### config.mk
export PLATFORM = sky130hd
export DESIGN_NAME = memory_stage
export DESIGN_NICKNAME = d
export VERILOG_FILES = /design/src/rtl/common.sv /design/src/rtl/pipes.sv /design/src/rtl/memory_stage_memalign.sv /design/src/rtl/memory_stage.sv
export SDC_FILE = /design/constraint.sdc
export NUM_CORES = 1
export LEC_CHECK = 0
export BUFFER_PORTS_ARGS = -buffer_cell sky130_fd_sc_hd__buf_2
export CAP_MARGIN = 20
export CORE_AREA = 4 4 239 241
export CTS_BUF_LIST = sky130_fd_sc_hd__clkbuf_4 sky130_fd_sc_hd__clkbuf_8 sky130_fd_sc_hd__clkbuf_16
export DETAILED_ROUTE_END_ITERATION = 7
export DIE_AREA = 0 0 243 245
export GPL_TIMING_DRIVEN = 0
export PLACE_DENSITY = 0.62
export SLEW_MARGIN = 20
export SYNTH_ARGS = -nofsm -noshare
export SYNTH_HDL_FRONTEND = slang
export SYNTH_SLANG_ARGS = --single-unit
### constraint.sdc
create_clock -name clk -period 2.6 [get_ports clk]
set_clock_uncertainty 0.2 [all_clocks]
set_input_delay 0.39 -clock clk [delete_from_list [all_inputs] [get_ports clk]]
set_output_delay 0.39 -clock clk [all_outputs]
set_load 0.02 [all_outputs]
### src/rtl/common.sv
// Shared data-bus definitions: access sizes, request/response records and an
// alignment helper used by any stage that talks to the data bus.
package common;

  localparam int AXI_WORD_BYTES = 8;
  localparam int DATA_W         = 8 * AXI_WORD_BYTES;
  localparam int ADDR_W         = 64;

  typedef enum logic [1:0] {
    MSIZE1 = 2'd0,
    MSIZE2 = 2'd1,
    MSIZE4 = 2'd2,
    MSIZE8 = 2'd3
  } msize_t;

  typedef struct packed {
    logic                      valid;
    logic [ADDR_W-1:0]         addr;
    msize_t                    size;
    logic [AXI_WORD_BYTES-1:0] strobe;
    logic [DATA_W-1:0]         data;
  } dbus_req_t;

  typedef struct packed {
    logic              addr_ok;
    logic              data_ok;
    logic [DATA_W-1:0] data;
  } dbus_resp_t;

  // An access is misaligned when any address bit below its natural size is set.
  function automatic logic misaligned(logic [2:0] lo, msize_t size);
    case (size)
      MSIZE1:  return 1'b0;
      MSIZE2:  return lo[0];
      MSIZE4:  return |lo[1:0];
      default: return |lo;
    endcase
  endfunction

endpackage

### src/rtl/pipes.sv
// Inter-stage pipeline records for the execute -> memory -> writeback path.
package pipes;

  import common::*;

  typedef struct packed {
    logic   memread;
    logic   memwrite;
    msize_t msize;
    logic   memext;
  } control_t;

  typedef struct packed {
    logic        valid;
    logic [63:0] pc;
    logic [31:0] raw_instr;
    logic [4:0]  dst;
    control_t    ctl;
    logic [63:0] aluout;
    logic [63:0] srcb;
  } execute_data_t;

  typedef struct packed {
    logic        valid;
    logic [63:0] pc;
    logic [31:0] raw_instr;
    logic [4:0]  dst;
    control_t    ctl;
    logic [63:0] result;
    logic        misalign;
  } memory_data_t;

  typedef enum logic {
    MEM_IDLE = 1'b0,
    MEM_REQ  = 1'b1
  } mem_state_t;

endpackage

### src/rtl/memory_stage_memalign.sv
// Byte-lane steering for the data bus: shifts store data/strobes into the
// addressed lanes and pulls load data back out with sign/zero extension.
module memalign
  import common::*;
#(
  parameter int  AXI_WORD_BYTES = 8,
  localparam int LANE_BITS      = $clog2(AXI_WORD_BYTES)
) (
  input  logic [LANE_BITS-1:0]      st_lane,
  input  msize_t                    st_size,
  input  logic [63:0]               wdata,
  output logic [AXI_WORD_BYTES-1:0] strobe,
  output logic [63:0]               wdata_lane,
  input  logic [LANE_BITS-1:0]      ld_lane,
  input  msize_t                    ld_size,
  input  logic                      ld_ext,
  input  logic [63:0]               rdata,
  output logic [63:0]               rdata_ext
);

  logic [AXI_WORD_BYTES-1:0] strobe_base;
  logic [63:0]               rdata_shift;

  // NOTE: every output of a combinational block gets a value on every path;
  // the default-first pattern below keeps synthesis from inferring latches.
  always_comb begin
    strobe_base = '0;
    case (st_size)
      MSIZE1:  strobe_base = 8'h01;
      MSIZE2:  strobe_base = 8'h03;
      MSIZE4:  strobe_base = 8'h0F;
      default: strobe_base = 8'hFF;
    endcase
    strobe     = strobe_base << st_lane;
    wdata_lane = wdata << {st_lane, 3'b000};
  end

  always_comb begin
    rdata_shift = rdata >> {ld_lane, 3'b000};
    rdata_ext   = rdata_shift;
    case (ld_size)
      MSIZE1: rdata_ext = ld_ext ? {56'b0, rdata_shift[7:0]}
                                 : {{56{rdata_shift[7]}}, rdata_shift[7:0]};
      MSIZE2: rdata_ext = ld_ext ? {48'b0, rdata_shift[15:0]}
                                 : {{48{rdata_shift[15]}}, rdata_shift[15:0]};
      MSIZE4: rdata_ext = ld_ext ? {32'b0, rdata_shift[31:0]}
                                 : {{32{rdata_shift[31]}}, rdata_shift[31:0]};
      default: rdata_ext = rdata_shift;
    endcase
  end

endmodule

### src/rtl/memory_stage.sv
// Memory pipeline stage: issues one data-bus load/store per record, stalls
// upstream until the response arrives, and registers the writeback record.
module memory_stage
  import common::*;
  import pipes::*;
#(
  parameter int  AXI_WORD_BYTES = 8,
  localparam int LANE_BITS      = $clog2(AXI_WORD_BYTES)
) (
  input  logic          clk,
  input  logic          reset,
  input  execute_data_t dataE,
  output dbus_req_t     dreq,
  input  dbus_resp_t    dresp,
  output memory_data_t  dataM,
  output logic          stallM
);

  mem_state_t state, state_next;

  // Request context captured on entry to MEM_REQ and held until data_ok.
  logic [63:0]               cap_pc;
  logic [31:0]               cap_raw_instr;
  logic [4:0]                cap_dst;
  control_t                  cap_ctl;
  logic [63:0]               cap_addr;
  logic [AXI_WORD_BYTES-1:0] cap_strobe;
  logic [63:0]               cap_data;

  memory_data_t dataM_next;
  logic         capture;
  logic         is_mem;
  logic         is_misaligned;

  logic [AXI_WORD_BYTES-1:0] st_strobe;
  logic [63:0]               st_data;
  logic [63:0]               ld_result;

  memalign #(.AXI_WORD_BYTES(AXI_WORD_BYTES)) u_memalign (
    .st_lane    (dataE.aluout[LANE_BITS-1:0]),
    .st_size    (dataE.ctl.msize),
    .wdata      (dataE.srcb),
    .strobe     (st_strobe),
    .wdata_lane (st_data),
    .ld_lane    (cap_addr[LANE_BITS-1:0]),
    .ld_size    (cap_ctl.msize),
    .ld_ext     (cap_ctl.memext),
    .rdata      (dresp.data),
    .rdata_ext  (ld_result)
  );

  assign is_mem        = dataE.ctl.memread | dataE.ctl.memwrite;
  assign is_misaligned = misaligned(dataE.aluout[2:0], dataE.ctl.msize);

  always_comb begin
    state_next = state;
    dataM_next = '0;
    stallM     = 1'b0;
    capture    = 1'b0;
    case (state)
      MEM_IDLE: begin
        if (dataE.valid) begin
          dataM_next.pc        = dataE.pc;
          dataM_next.raw_instr = dataE.raw_instr;
          dataM_next.dst       = dataE.dst;
          dataM_next.ctl       = dataE.ctl;
          if (!is_mem) begin
            dataM_next.valid  = 1'b1;
            dataM_next.result = dataE.aluout;
          end else if (is_misaligned) begin
            dataM_next.valid    = 1'b1;
            dataM_next.misalign = 1'b1;
          end else begin
            // Bubble while the bus op is outstanding; the record is rebuilt
            // from the captured context when data_ok arrives.
            dataM_next = '0;
            capture    = 1'b1;
            stallM     = 1'b1;
            state_next = MEM_REQ;
          end
        end
      end
      MEM_REQ: begin
        stallM = 1'b1;
        if (dresp.data_ok) begin
          stallM               = 1'b0;
          state_next           = MEM_IDLE;
          dataM_next.valid     = 1'b1;
          dataM_next.pc        = cap_pc;
          dataM_next.raw_instr = cap_raw_instr;
          dataM_next.dst       = cap_dst;
          dataM_next.ctl       = cap_ctl;
          dataM_next.result    = cap_ctl.memread ? ld_result : cap_addr;
        end
      end
      default: state_next = MEM_IDLE;
    endcase
  end

  // NOTE: sequential state uses non-blocking assignments so every register
  // samples pre-edge values regardless of statement order.
  always_ff @(posedge clk) begin
    if (reset) begin
      state <= MEM_IDLE;
      dataM <= '0;
      // NOTE: the capture registers are reset too, so dreq fields are all-zero
      // out of reset rather than X, even though dreq.valid already gates them.
      cap_pc        <= '0;
      cap_raw_instr <= '0;
      cap_dst       <= '0;
      cap_ctl       <= '0;
      cap_addr      <= '0;
      cap_strobe    <= '0;
      cap_data      <= '0;
    end else begin
      state <= state_next;
      dataM <= dataM_next;
      if (capture) begin
        cap_pc        <= dataE.pc;
        cap_raw_instr <= dataE.raw_instr;
        cap_dst       <= dataE.dst;
        cap_ctl       <= dataE.ctl;
        cap_addr      <= dataE.aluout;
        cap_strobe    <= dataE.ctl.memwrite ? st_strobe : '0;
        cap_data      <= dataE.ctl.memwrite ? st_data : '0;
      end
    end
  end

  always_comb begin
    dreq        = '0;
    dreq.valid  = (state == MEM_REQ);
    dreq.addr   = cap_addr;
    dreq.size   = cap_ctl.msize;
    dreq.strobe = cap_strobe;
    dreq.data   = cap_data;
  end

endmodule

==> metrics <==
status finished clean; synthesized area 18050 um2; DP Wirelength 68970 um; Combinational Power Share roughly 17%; Yosys warnings 0; Cell Pwr Density roughly 630 nW/um2; Flop pwr share between 40% and 50%; fin area 25670 um2; Cells after Synth between 2k and 2.5k; Hold WC Path Type in2reg; crit share post-route 99.72%; GRT overflow 0; endpoint class of the critical path register; share of total power in the clock network between 40 and 50%; Max Slew Vio Count 0; initial antenna violation count 12; synth unique cells between 50 and 60; Yosys top cell by area dfxtp_1; first-pass GRT wire length approximately 130000 um; DR DRC count 0; Syn Area/Cell 8.597 um2; Buf/Inv on CP 3; total routed wirelength 89290 um; Post-synth EDFFs 0; async set-reset flop share out of synthesis 0%; Worst path top cell family by delay compound AO/OA/AOI/OAI gates; most common cell after layout, fill and taps aside buf_2; Setup Total Neg Slack 0 ns; Pint 11.55 mW; critical path required time between 2 and 3 ns; Final min period between 2 and 3 ns; Slowest Stage Delay on Critical Path about 0.38 ns; most frequent cells in the layout buf_2, nand2_1, dfxtp_1; placed instance area 21980 um2; CTS Buffer Depth 3; Fmax achieved a little under 400 MHz; First DRT Iteration DRCs ~1.6k; Initial Util between 30 and 40%; clock latency on the worst-skew pair 0.60 ns; maximum vdd drop 0.4984 mV; fillers 5321; Net Sw Power ~4.7 mW; drt wl/cell about 24 um; Slew headroom around 35%; max-cap violations 0; Ports 615; drt first pass iters 8; Seq cells post-synth a little over 400; CP Cell Sequence buf_6 > mux2_2 > o22a_1 > a31o_1 > buf_6 > clkbuf_1 > a21oi_1 > o21ai_0; setup slack, reg-to-reg a little over 0.007 ns; CP Depth 8; Setup CP Type reg2reg; reg-to-reg endpoint dataM[9]; vias in the first global route approximately 20k; vias post-DR between 20k and 25k; share of cells above drive strength 1 about 30%; Primary FF master, synth dfxtp_1; Worst R2R Path Depth 8; synth top area cells dfxtp_1, nand2_1, a21oi_1; reg2reg start cap_addr[1]; Die X ~240 um; end of the critical path dataM[9]; worst setup margin 0.007212 ns; switching fraction of total power about 29%; register area share after synthesis around 46%; Inst Count DP around 3.4k; Clock transition at path regs 0.06 ns; WP data arrival 2.85 ns; crit path max-delay cell type a21oi_1; CTS buffer count 47; buffers added on ports 610; post-route insts no fill ~3.7k; Area growth, synth to finish 42.24%; pin count of the biggest net entering global routing 19; total track usage approximately 28%; H-tree levels 2; routability cong. just under 1; routed vias/inst 5.461; Site Rows 86; CP dominant cell by count buf_6; share of Yosys cell area claimed by the top area cell type 46.04%; core area about 55000 um2; Layout Nets 3240; Root Buffer clkbuf_16; die area between 50000 and 60000 um2; post-synth net total around 2.4k; pre-CTS setup slack -0.7603 ns; Antenna Nets Post-Route 0; Final Hold Viols 0; origin of the worst setup path cap_addr[1]; # clock sinks 415; Final Setup Violations 0; kind of start point of the critical path register; Worst Tran Pin Value roughly 0.97 ns; min-delay src dataE[12]; CTS tree done; chip height between 200 and 250 um; CP Max Fanout 10; Leak Pwr 10.94 nW
-- state kept, by name, summed over array words and instances (netlist names) --
register,count
dataM,172
state,1
cap_addr,64
cap_pc,64
cap_data,64
cap_raw_instr,32
cap_dst,5
cap_ctl,3
dreq,2
cap_strobe,8
-- final cells by class --
class	instances	area, um2	area share [%]
Timing Repair Buffer	792	4872	18.98
Clock inverter	23	267.8	1.043
Tap cell	704	880.8	3.432
Sequential cell	415	8310	32.38
Antenna cell	9	22.52	0.08774
Clock buffer	62	1320	5.143
Inverter	19	72.57	0.2827
Buffer	185	865.8	3.373
Multi-Input combinational cell	1477	9056	35.28
-- power by group through the flow --
stage	Clock, mW	Combinational (mW)	Sequential [mW]
2_1_floorplan	0	1.11	7.03
3_3_place_gp	0	2.35	6.86
3_5_place_dp	0	2.37	6.87
4_1_cts	6.95	2.62	6.73
5_1_grt	7.21	2.85	6.75
6_report	6.86	2.69	6.73
-- worst min-delay path, delay by kind of cell --
family	cells	cell delay [ns]
AND/OR/NAND/NOR	2	0.13
AO/OA/AOI/OAI	2	0.13
buffers and inverters	1	0.14
-- stage by stage --
step / power [mW] / hold WS (ns) / utilization (%)
floorplan: 8.135 / 0.2368 / -
global placement: 9.208 / 0.2413 / 40.05
detailed placement: 9.234 / 0.2455 / 40.06
CTS: 16.29 / 0.001243 / 46.50
global route: 16.81 / 0.05020 / 46.76
finish: 16.28 / 0.03413 / 46.77
-- logic make-up (layout without fill, tap and decap cells) --
group	after synthesis	count (layout)	synth area share [%]
AOI/OAI and AO/OA	588	588	20.99
buffers and inverters	207	1081	4.867
DFF	415	415	46.04
muxes	168	168	12.37
other	0	9	0
and+or+nand+nor	721	721	15.73
-- how the worst min path moves through the flow --
stage | endpoint | slack, ns | depth (start not counted)
after CTS | cap_data[20] | 0.001 | 5
after floorplan | cap_ctl[3] | 0.24 | 2
final | cap_data[20] | 0.03 | 5
after detailed placement | cap_data[15] | 0.25 | 1
after global routing | cap_data[12] | 0.05 | 3
after global placement | cap_pc[24] | 0.24 | 2
-- synthesized netlist by cell type (3+ instances only) --
cell       number
mux2i_1        97
o2bb2ai_1      15
or2_2           4
nand2_1       440
inv_1          17
nand2b_1        4
a211oi_1       30
a221o_1         8
mux2_2         30
buf_1          15
nor2b_1        11
nand3_1         6
buf_4           8
and3_1          4
a21oi_1       228
clkbuf_1      123
or3_1          10
nor3_1          6
o21ai_0        66
a32oi_1        12
buf_2          39
a22o_1         13
o21ai_1         8
a22oi_1       134
and2_1          5
o311ai_0        7
buf_6           3
a2bb2oi_1      16
dfxtp_1       415
mux4_2         41
nor2_1        225
o32ai_1         8
o22ai_1        19
o31ai_1         8
-- layer usage --
layer	vias to the layer above	track usage (%)	wire [um]
met4	8	14.09	4468
met2	1048	47.75	42530
li1	9085	-	-
met1	9779	34.27	35250
met5	-	0	50
met3	209	6.314	6992
-- timing repair --
| action | 4_1_cts | 5_1_grt |
|---|---|---|
| hold endpoints to repair | 349 | 0 |
| pin swaps | 4 | 2 |
| endpoints found under the setup margin | 263 | 132 |
| hold buffers | 179 | 0 |
| cloned | 0 | 0 |
| buffers inserted | 3 | 0 |
| resized for setup | 39 | 45 |
No activity file was read; power rests on OpenSTA's default activity.
